--- src/rtl/slc_txreq_lcrd_pkg.sv ---
// Shared CHI definitions for the SLC TXREQ path.
// Holds the REQ flit layout and the link-layer credit ceiling.
`timescale 1ns/1ps
package slc_txreq_lcrd_pkg;

  localparam int CHI_MAX_LCRD = 15;

  typedef struct packed {
    logic [7:0]  txnid;
    logic [7:0]  opcode;
    logic [31:0] addr;
  } reqflit_t;

  localparam int REQFLIT_W = $bits(reqflit_t);

endpackage

--- src/rtl/slc_txreq_lcrd_sync_fifo.sv ---
// Single-clock FIFO with a separate occupancy counter and a synchronous flush.
// Pointers are log2(DEPTH) bits and wrap naturally because DEPTH is a power of two.
`timescale 1ns/1ps
module sync_fifo #(
  parameter int WIDTH = 8,
  parameter int DEPTH = 4
) (
  input  logic                       clock,
  input  logic                       reset,
  input  logic                       push,
  input  logic                       pop,
  input  logic                       flush,
  input  logic [WIDTH-1:0]           din,
  output logic [WIDTH-1:0]           dout,
  output logic                       full,
  output logic                       empty,
  output logic [$clog2(DEPTH+1)-1:0] occupancy
);

  localparam int AW = $clog2(DEPTH);
  localparam int OW = $clog2(DEPTH+1);

  logic [WIDTH-1:0] mem [DEPTH];
  logic [AW-1:0]    wr_ptr;
  logic [AW-1:0]    rd_ptr;
  logic             do_push;
  logic             do_pop;

  assign full    = (occupancy == OW'(DEPTH));
  assign empty   = (occupancy == '0);
  assign do_push = push && !full && !flush;
  assign do_pop  = pop && !empty && !flush;
  assign dout    = mem[rd_ptr];

  // Flush wins over any push or pop in the same cycle.
  always_ff @(posedge clock or negedge reset) begin
    if (!reset) begin
      wr_ptr    <= '0;
      rd_ptr    <= '0;
      occupancy <= '0;
    end else if (flush) begin
      wr_ptr    <= '0;
      rd_ptr    <= '0;
      occupancy <= '0;
    end else begin
      if (do_push) wr_ptr <= wr_ptr + 1'b1;
      if (do_pop)  rd_ptr <= rd_ptr + 1'b1;
      case ({do_push, do_pop})
        2'b10:   occupancy <= occupancy + 1'b1;
        2'b01:   occupancy <= occupancy - 1'b1;
        default: occupancy <= occupancy;
      endcase
    end
  end

  always_ff @(posedge clock) begin
    if (do_push) mem[wr_ptr] <= din;
  end

endmodule

--- src/rtl/slc_txreq_lcrd.sv ---
// SLC TXREQ channel stage: request FIFO plus CHI L-credit counter driving the link.
// A flit launches only when a credit is held, and the link outputs are registered.
`timescale 1ns/1ps
module slc_txreq_lcrd
  import slc_txreq_lcrd_pkg::*;
#(
  parameter int DEPTH    = 4,
  parameter int MAX_LCRD = CHI_MAX_LCRD
) (
  input  logic                          clock,
  input  logic                          reset,
  input  logic                          flush,
  input  logic                          pin_valid,
  output logic                          pin_ready,
  input  logic [REQFLIT_W-1:0]          txreq_in,
  output logic                          txreqflitpend,
  output logic                          txreqflitv,
  output logic [REQFLIT_W-1:0]          txreqflit,
  input  logic                          txreqlcrdv,
  output logic [$clog2(MAX_LCRD+1)-1:0] lcrd_cnt,
  output logic [$clog2(DEPTH+1)-1:0]    occupancy,
  output logic                          lcrd_ovf
);

  localparam int                CW      = $clog2(MAX_LCRD+1);
  localparam logic [CW-1:0]     MAX_CNT = CW'(MAX_LCRD);

  logic                 full;
  logic                 empty;
  logic                 send;
  logic                 push;
  logic [REQFLIT_W-1:0] head;

  assign pin_ready     = !full;
  assign push          = pin_valid && pin_ready && !flush;
  assign send          = !empty && (lcrd_cnt != '0) && !flush;
  // Pending is a decode of the registered occupancy, so it tracks it with no extra lag.
  assign txreqflitpend = !empty;

  sync_fifo #(
    .WIDTH (REQFLIT_W),
    .DEPTH (DEPTH)
  ) u_fifo (
    .clock     (clock),
    .reset     (reset),
    .push      (push),
    .pop       (send),
    .flush     (flush),
    .din       (txreq_in),
    .dout      (head),
    .full      (full),
    .empty     (empty),
    .occupancy (occupancy)
  );

  always_ff @(posedge clock or negedge reset) begin
    if (!reset) begin
      txreqflitv <= 1'b0;
      txreqflit  <= '0;
    end else begin
      txreqflitv <= send;
      if (send) txreqflit <= head;
    end
  end

  // A return and a send in the same cycle cancel; a return at the ceiling saturates and flags.
  always_ff @(posedge clock or negedge reset) begin
    if (!reset) begin
      lcrd_cnt <= '0;
      lcrd_ovf <= 1'b0;
    end else begin
      case ({txreqlcrdv, send})
        2'b10: begin
          if (lcrd_cnt == MAX_CNT) lcrd_ovf <= 1'b1;
          else                     lcrd_cnt <= lcrd_cnt + 1'b1;
        end
        2'b01:   lcrd_cnt <= lcrd_cnt - 1'b1;
        default: lcrd_cnt <= lcrd_cnt;
      endcase
    end
  end

endmodule

--- config.mk ---
export PLATFORM = sky130hd
export DESIGN_NAME = slc_txreq_lcrd
export DESIGN_NICKNAME = d
export VERILOG_FILES = /design/src/rtl/slc_txreq_lcrd_pkg.sv /design/src/rtl/slc_txreq_lcrd_sync_fifo.sv /design/src/rtl/slc_txreq_lcrd.sv
export SDC_FILE = /design/constraint.sdc
export NUM_CORES = 1
export LEC_CHECK = 0
export BUFFER_PORTS_ARGS = -buffer_cell sky130_fd_sc_hd__buf_2
export CORE_UTILIZATION = 52
export DETAILED_ROUTE_END_ITERATION = 16
export PLACE_DENSITY = 0.78
export RECOVER_POWER = 100
export SLEW_MARGIN = 20
export SYNTH_ARGS = -nofsm -noshare
export SYNTH_HDL_FRONTEND = slang
export SYNTH_SLANG_ARGS = --single-unit
--- constraint.sdc ---
create_clock -name clock -period 2.3 [get_ports clock]
set_input_delay 0.23 -clock clock [delete_from_list [all_inputs] [get_ports clock]]
set_output_delay 0.23 -clock clock [all_outputs]
set_load 0.01 [all_outputs]
==> run summary, run 1 <==
CP Capture Type: register
Total number of vias: 5,179
CTS root buffer: clkbuf_16
Clock skew: 0.0111 ns
Seq cells post-synth: 253
Relative slew slack: 42.0%
Detail Route Antenna Nets: 0
Core ar.: 18,000 um2
Synthesized area: 9580 um2
Initial DRC count: 345
# IOs: 112
GRT Total Usage: 20.2%
CTS Sinks: 253
HPWL after DPL: 10,600 um
Worst-path fanout max: 5
FF-to-FF Start: u_fifo.occupancy[2]
Commonest cells after routing, fill and taps aside: edfxtp_1 (192), nand2_1 (147), clkbuf_1 (111)
Worst EP arrival: 2.59 ns
CP startpoint: u_fifo.occupancy[2]
Vias per cell: 5.32
Max H-tree Level: 1
Syn Area/Cell: 17.8 um2
CTS Buf Count: 26
Sum Neg Setup Slack: 0 ns
Final wirelength: 18,600 um
Cell area power density: 1190 nW/um2
Number of synthesized flops with an enable pin: 192
Drt first pass iters: 5
Worst Setup EP: lcrd_cnt[3]
First-pass GRT wire length: 28,300 um
Die Y: 138 um
Worst reg2reg path depth: 10
Routability cong.: 0.795
Primary FF master, synth: edfxtp_1
Worst-Margin Slew: 0.870 ns
Crit path required time: 2.73 ns
Final Cycle Share: 94.2%
RSZ-0062 raised after global routing: no
Vias in the first global route: 5,395
Final hold violations: 0
Final hold slack: 0.0320 ns
Number of remaining DRC errors: 0
Final Setup Violations: 0
Buffers on Ports: 111
Grt ovf: 0
# nets final: 785
Yosys warns: 0
Multi-input gate area: 2160 um2
Max_cap viols: 0
Sequential area share after synthesis: 76.1%
Total die area: 19,000 um2
Register-to-register setup slack: 0.13 ns
Clock transition at path regs: 0.06 ns
Post-synth ARST share: 24.1%
Status: finished clean
LEAKAGE: 4.31 nW
Leading cell type in the layout, fill and taps excluded: edfxtp_1
Largest net degree at the start of global routing: 62
CTS tree: done
Layout cells sized above 1: 18.1%
Mean routed wirelength per cell: 19.1 um
Mapped Cells: 538
WS Path Type: register to register
Storage element area: 7300 um2
Worst IR drop on VDD: 1.09 mV
Max Slew Vio Count: 0
Worst skew pair latency: 0.51 ns
Yosys cell types: 38
Antenna violations before repair: 1
Die Width: 138 um
CP startpoint kind: register
Hold WC Path Type: input port to register
Synthesis-to-finish area growth: 22.8%
Site row count: 49
Fmax achieved: 462 MHz
Post-Syn Nets: 599
R2R Path End: lcrd_cnt[3]
Initial Utilization: 53.2%
Fill count: 1,283
Clock period minus worst slack: 2.17 ns
Clk buf depth: 3
[flip-flops by register name, indices dropped and copies added (netlist names)]
signal	cells
u_fifo.mem	192
txreqflit	48
lcrd_cnt	4
u_fifo.occupancy	3
u_fifo.rd_ptr	2
u_fifo.wr_ptr	2
lcrd_ovf	1
txreqflitv	1
[cell usage after synthesis, drive strengths merged, types with 2 or more instances]
master / n / share of area, %
a21oi: 4 / 0.21
and2: 4 / 0.26
buf: 18 / 1.0
clkbuf: 7 / 0.27
dfrtp: 61 / 16
edfxtp: 192 / 60
fa: 2 / 0.42
ha: 6 / 0.78
inv: 7 / 0.27
mux2i: 7 / 0.73
mux4: 48 / 11
nand2: 147 / 5.8
nor2: 5 / 0.20
nor3: 3 / 0.21
o21ai: 2 / 0.10
or3: 2 / 0.13
or3b: 2 / 0.18
xnor2: 5 / 0.46
[timing repair]
item,CTS,global route
hold buffers,49,0
setup buffers,1,2
hold endpoints to repair,253,0
gates resized for setup,1,3
pin swaps,0,4
endpoints found under the setup margin,1,1
[cell families (layout without fill, tap and decap cells)]
logic type	count (synthesis)	in the layout	synth area share, %
AND/OR/NAND/NOR	170	170	7.38
flip-flops	253	253	76.1
multiplexers	56	56	12.1
buffers and inverters	32	238	1.58
XOR/XNOR	5	5	0.457
other	0	1	0
AO/OA/AOI/OAI	14	14	1.18
adder cells (fa/ha/maj)	8	8	1.20
[worst min-delay path by stage]
stage,from,endpoint,slack (ns),cells after the start
2_1_floorplan,reset,lcrd_cnt[0],-0.07,0
3_3_place_gp,reset,txreqflit[24],0.38,1
3_5_place_dp,reset,txreqflit[19],0.40,1
4_1_cts,txreqlcrdv,lcrd_cnt[2],0.005,2
5_1_grt,txreqlcrdv,lcrd_cnt[2],0.02,2
6_report,txreqlcrdv,lcrd_cnt[2],0.03,2
[per-layer routing]
layer | vias up | track usage, % | routed length, um
met5 | - | 0 | 0
met2 | 158 | 35.2 | 9490
li1 | 2380 | - | -
met1 | 2596 | 25.3 | 7550
met3 | 45 | 3.53 | 1010
met4 | 0 | 7.25 | 545
[power by group]
group	internal, mW	switching [mW]	total (mW)
clock network	2.64	1.62	4.26
logic	1.56	2.14	3.69
registers	5.67	0.376	6.05
total	9.87	4.13	14.0
[area by class of cell]
type	count	area share [%]
tap	229	2.43
antenna	1	0.0213
sequential	253	62.0
inverter	7	0.223
multi-input combinational	253	18.3
timing repair buffer	183	9.31
clock inverter	11	1.15
clock buffer	37	6.49
[stage by stage]
stage	instances	util, %	setup slack, ns	power (mW)	area [um2]
2_1_floorplan	538	-	-0.0872	8.58	9600
3_3_place_gp	873	58.2	0.111	9.70	10500
3_5_place_dp	873	58.2	0.00488	9.87	10500
4_1_cts	971	66.0	0.0301	14.2	11900
5_1_grt	974	65.3	0.0362	14.7	11800
6_report	974	65.3	0.134	14.0	11800
[critical path, cell delays in order (launching register included)]
cell	delay, ns
dfrtp_1	0.41
nor3_1	0.09
or3_1	0.40
inv_2	0.08
nand2b_2	0.08
inv_2	0.10
ha_1	0.24
and3_4	0.19
o211ai_1	0.20
a2bb2oi_2	0.17
xnor2_1	0.12
No activity file was read; power rests on OpenSTA's default activity.
==> run 2: changes to the inputs <==
MAX_ROUTING_LAYER = met4   (was unset)
==> run 2 against run 1 <==
  * Wire length grew 0.48%
  * Via count is essentially flat
  * Die area is the same
  * Flip-flop and latch count is the same
  * Worst hold slack lost 0.0061 ns
  * Sequential power is essentially flat
  * First-iteration DRC count shrank 8.7%
  * Critical endpoint unchanged
  * Largest cell class unchanged
  * Highest routed layer unchanged
==> run summary, run 2 (synthesized netlist as in run 1, its figures left out) <==
Mean routed wirelength per cell: 19.2 um
Total die area: 19,000 um2
Max Slew Vio Count: 0
Cell area power density: 1190 nW/um2
Initial Utilization: 53.2%
CP max stage cell: dfrtp_1
Initial DRC count: 315
Grt ovf: 0
Max FFs per register: 192
Detail Route Antenna Nets: 0
Drt first pass iters: 5
Worst-path cell chain: nor3_1 -> or3_1 -> inv_2 -> nand2b_2 -> inv_2 -> ha_1 -> and3_4 -> o211ai_1 -> a2bb2oi_2 -> xnor2_1
Post-route insts no fill: 974
HPWL after DPL: 10,600 um
Largest net degree at the start of global routing: 62
Die Y: 138 um
RSZ-0062 raised after global routing: no
Site row count: 49
Routability cong.: 0.806
Worst skew pair latency: 0.51 ns
Synthesis-to-finish area growth: 22.8%
Layout cells sized above 1: 18.1%
CP startpoint kind: register
Total number of vias: 5,176
Worst IR drop on VDD: 1.10 mV
CTS Sinks: 253
Leading cell type in the layout, fill and taps excluded: edfxtp_1
Final Setup Violations: 0
Final wirelength: 18,700 um
CTS tree: done
Worst-Margin Slew: 0.862 ns
Fmax achieved: 463 MHz
# IOs: 112
Worst EP arrival: 2.59 ns
CP max stage delay: 0.41 ns
First-pass GRT wire length: 28,400 um
Max H-tree Level: 1
Clock transition at path regs: 0.06 ns
CP Capture Type: register
Core ar.: 18,000 um2
Hold WC Path Type: input port to register
Die Width: 138 um
Crit path required time: 2.73 ns
Clk buf depth: 3
Crit path top cell by count: inv_2
Inst Count DP: 873
CTS Buf Count: 26
Clock period minus worst slack: 2.16 ns
CTS root buffer: clkbuf_16
Commonest cells after routing, fill and taps aside: edfxtp_1 (192), nand2_1 (147), clkbuf_1 (111)
Clock skew: 0.0116 ns
Largest Register: u_fifo.mem
Status: finished clean
WS Path Type: register to register
Final Cycle Share: 94.0%
Number of remaining DRC errors: 0
LEAKAGE: 4.31 nW
Setup ws final: 0.138 ns
Max_cap viols: 0
Top Registers: u_fifo.mem x192, txreqflit x48, lcrd_cnt x4
Buffers on Ports: 111
Vias in the first global route: 5,387
Worst-path fanout max: 5
Relative slew slack: 42.6%
Post-Place Setup Slack: 0.00488 ns
# nets final: 785
GRT Total Usage: 20.8%
Antenna violations before repair: 1
Vias per cell: 5.31
Final hold violations: 0
[run 2: final timing paths]
check                              endpoint  slack, ns  depth (start not counted)                 from
hold reg to reg                    lcrd_ovf       0.47                          1             lcrd_ovf
setup / recovery                lcrd_cnt[3]       0.14                         10  u_fifo.occupancy[2]
hold / removal                  lcrd_cnt[2]       0.03                          2           txreqlcrdv
min in group asynchronous          lcrd_ovf       0.38                          2                reset
max in group asynchronous  u_fifo.rd_ptr[0]       1.28                          2                reset
setup reg to reg                lcrd_cnt[3]       0.14                         10  u_fifo.occupancy[2]
[run 2: critical path: cells and delay by family, from the launching register on]
| kind | cells | cell delay, ns |
|---|---|---|
| fa+ha+maj | 1 | 0.24 |
| simple gates | 4 | 0.76 |
| buf+inv | 2 | 0.19 |
| flops | 1 | 0.41 |
| compound gates | 2 | 0.37 |
| xor+xnor | 1 | 0.12 |
[run 2: per-layer routing]
metal  up-vias  GRT usage [%]  wire, um
li1       2380              -         -
met4         0           7.25       543
met3        53           3.20      1020
met1      2586           25.7      7630
met5         -              -         0
met2       157           35.2      9490
[run 2: power breakdown]
| part | total, mW | switching (mW) | leakage, nW | internal (mW) |
|---|---|---|---|---|
| combinational | 3.70 | 2.14 | 1.38 | 1.56 |
| clock | 4.27 | 1.62 | 0.443 | 2.64 |
| sequential | 6.05 | 0.377 | 2.50 | 5.67 |
[run 2: timing repair]
item | CTS | global route
pin swaps | 0 | 4
resized for setup | 1 | 3
hold buffers | 49 | 0
setup buffers | 1 | 2
hold endpoints to repair | 253 | 0
setup endpoints to repair | 1 | 1
gates cloned | 0 | 0
[run 2: cell type report]
cell class / instances / area, um2
Sequential cell: 253 / 7300
Multi-Input combinational cell: 253 / 2160
Antenna cell: 1 / 2.50
Clock inverter: 11 / 135
Fill cell: 1283 / 6260
Clock buffer: 37 / 763
Inverter: 7 / 26.3
Timing Repair Buffer: 183 / 1100
Tap cell: 229 / 287
[run 2: stage by stage]
stage          setup TNS (ns)  total power [mW]  hold WS, ns  cell area, um2  utilization (%)
6_report                    0              14.0       0.0259           11800             65.3
4_1_cts                     0              14.2      0.00541           11900             66.0
5_1_grt                     0              14.7       0.0225           11800             65.3
3_3_place_gp                0              9.70        0.378           10500             58.2
2_1_floorplan          -0.136              8.58      -0.0656            9600                -
3_5_place_dp                0              9.87        0.402           10500             58.2
==> run 3: changes to the inputs <==
BUFFER_PORTS_ARGS = unset   (was -buffer_cell sky130_fd_sc_hd__buf_2)
CORE_UTILIZATION = 55   (was 52)
DONT_BUFFER_PORTS = 1   (was unset)
PLACE_DENSITY = 0.76   (was 0.78)
REMOVE_ABC_BUFFERS = 1   (was unset)
SYNTH_HIERARCHICAL = 1   (was unset)
==> run 3 against run 2 <==
  * The flow now finishes with violations (capacitance limit, slew limit)
  * Clock power decreased by 2%
  * Cell area is 1.6% lower
  * Core utilization rose by 1.6 points
  * Combinational power decreased by 78%
  * Total power down 24%
  * Sequential power shrank 5.8%
  * Die area shrank 4.0%
  * Critical path type unchanged
  * Count of clock-buffer cells in the layout is 5 lower
  * Cell count shrank 19%
  * Critical path depth down 1
  * First-iteration DRC count down 8.9%
==> run summary, run 3 <==
Max_cap viols: 1
Total number of vias: 4,575
Final hold slack: 0.0320 ns
Synthesis-to-finish area growth: 19.0%
Final Cycle Share: 96.9%
Part of the power in the clock network: 39.2%
Number of remaining DRC errors: 0
Site row count: 48
Worst skew pair latency: 0.52 ns
Max FFs per register: 192
Most numerous cell in the Yosys netlist: edfxtp_1
# IOs: 112
Crit path required time: 2.74 ns
Max H-tree Level: 1
Commonest cells after routing, fill and taps aside: edfxtp_1 (192), dfrtp_1 (59), dlygate4sd3_1 (51)
Worst-path fanout max: 6
RSZ-0062 raised after global routing: yes
Post-Place Setup Slack: -0.0654 ns
Core ar.: 17,300 um2
Largest Register: u_fifo/mem
Final Setup Violations: 0
Worst EP arrival: 2.67 ns
Largest net degree at the start of global routing: 62
Internal Power: 8.30 mW
Fill count: 1,110
Setup ws final: 0.0720 ns
Relative slew slack: -13.0%
Initial DRC count: 287
CTS Buf Count: 25
Syn Area/Cell: 21.3 um2
First-pass GRT wire length: 27,600 um
CTS root buffer: clkbuf_16
Fmax achieved: 449 MHz
Detail Route Antenna Nets: 0
Primary FF master, synth: edfxtp_1
Final wirelength: 17,600 um
Clock skew: 0.00938 ns
Max Slew Vio Count: 62
Status: finished with violations
Clock period minus worst slack: 2.23 ns
Mapped Cells: 457
Vias in the first global route: 4,913
Leading cell type in the layout, fill and taps excluded: edfxtp_1
Seq pwr share: 53.2%
Yosys cell types: 44
Synth area leader: edfxtp_1
Layout cells sized above 1: 32.9%
Hold WC Path Type: input port to register
Sequential area share after synthesis: 74.9%
CP startpoint kind: register
Routability cong.: 0.801
Yosys top cell area share: 59.3%
Top Registers: u_fifo/mem x192, txreqflit x48, lcrd_cnt x4
Failing checks: capacitance limit, slew limit
Number of synthesized flops with an enable pin: 192
Vias per cell: 5.83
CTS Sinks: 253
Final hold violations: 0
Cell area power density: 926 nW/um2
Drt first pass iters: 5
Worst IR drop on VDD: 0.676 mV
# nets final: 601
LEAKAGE: 4.05 nW
GRT Total Usage: 21.0%
Yosys warns: 6
Sw Ratio: 22.6%
Most instantiated cells after synthesis: edfxtp_1 (192), dfrtp_1 (61), mux4_2 (48), mux2_2 (41), inv_1 (10)
Mean routed wirelength per cell: 22.4 um
Largest cells by area after synthesis: edfxtp_1 (59%), dfrtp_1 (16%), mux4_2 (11%)
Synthesized area: 9730 um2
CTS tree: done
Initial Utilization: 56.2%
HPWL after DPL: 10,200 um
Buffers on Ports: 0
Grt ovf: 0
Clk buf depth: 3
Combinational share of power: 7.6%
Post-synth ARST share: 24.1%
Die Width: 135 um
WS Path Type: register to register
Seq cells post-synth: 253
Clock transition at path regs: 0.06 ns
Antenna violations before repair: 1
Sum Neg Setup Slack: 0 ns
CP Capture Type: register
Total die area: 18,200 um2
Switching pwr: 2.42 mW
Worst-Margin Slew: 1.69 ns
Die Y: 135 um
## run 3: through the flow
step / area, um2 / total power [mW] / utilization, % / instances
floorplan: 9550 / 6.22 / - / 433
global placement: 10100 / 6.42 / 58.6 / 685
detailed placement: 10100 / 6.47 / 58.6 / 685
CTS: 11500 / 10.8 / 66.8 / 783
global route: 11600 / 11.1 / 66.9 / 785
finish: 11600 / 10.7 / 66.9 / 785
## run 3: final timing paths
path / slack (ns) / cells past startpoint / from / endpoint
max: 0.07 / 9 / u_fifo/occupancy[2] / lcrd_cnt[3]
min: 0.03 / 2 / txreqlcrdv / lcrd_ovf
max reg2reg: 0.07 / 9 / u_fifo/occupancy[2] / lcrd_cnt[3]
min reg2reg: 0.56 / 1 / lcrd_ovf / lcrd_ovf
max in group asynchronous: 0.38 / 2 / reset / u_fifo/rd_ptr[0]
min in group asynchronous: 0.67 / 2 / reset / txreqflit[27]
## run 3: final cells by class
type / instances / area (um2) / share of cell area, %
clock buffers: 32 / 672 / 5.80
repair buffers: 80 / 810 / 6.99
well taps: 225 / 282 / 2.43
diodes: 1 / 2.50 / 0.0216
inverters: 10 / 37.5 / 0.324
multi-input cells: 170 / 2280 / 19.7
flip-flops and latches: 253 / 7300 / 63.0
clock inverters: 14 / 195 / 1.69
## run 3: what timing repair did
item                       4_1_cts  5_1_grt
pin swaps                        0        5
hold endpoints to repair       261        0
hold buffers                    52        0
gates resized for setup          2       11
setup endpoints to repair        1      145
buffers inserted                 0        1
## run 3: power groups by stage
stage               clock network (mW)  logic [mW]  registers, mW
finish                            4.20       0.817           5.70
global route                      4.44       0.898           5.75
CTS                               4.29       0.824           5.70
detailed placement                   0       0.675           5.79
global placement                     0       0.635           5.78
floorplan                            0       0.481           5.74
## run 3: critical path: stages (launching register included)
cell and delay [ns]:
dfrtp_1 0.42, nor3_2 0.06, or2_1 0.27, or3_4 0.42, inv_2 0.10, ha_4 0.21, a21oi_2 0.16, nand2_1 0.10
mux2_2 0.28, mux2i_1 0.13
## run 3: routing by layer
layer	GRT usage, %	wire length [um]
met2	33.9	8890
met1	27.6	7250
met4	4.93	348
met5	-	0
met3	4.54	1130
## run 3: cell families after synthesis
group | Yosys count | synth area share (%)
adder cells (fa/ha/maj) | 8 | 1.18
AND/OR/NAND/NOR | 34 | 2.21
flip-flops | 253 | 74.9
XOR/XNOR | 4 | 0.360
AO/OA/AOI/OAI | 24 | 1.63
buffers and inverters | 34 | 2.21
multiplexers | 100 | 17.5
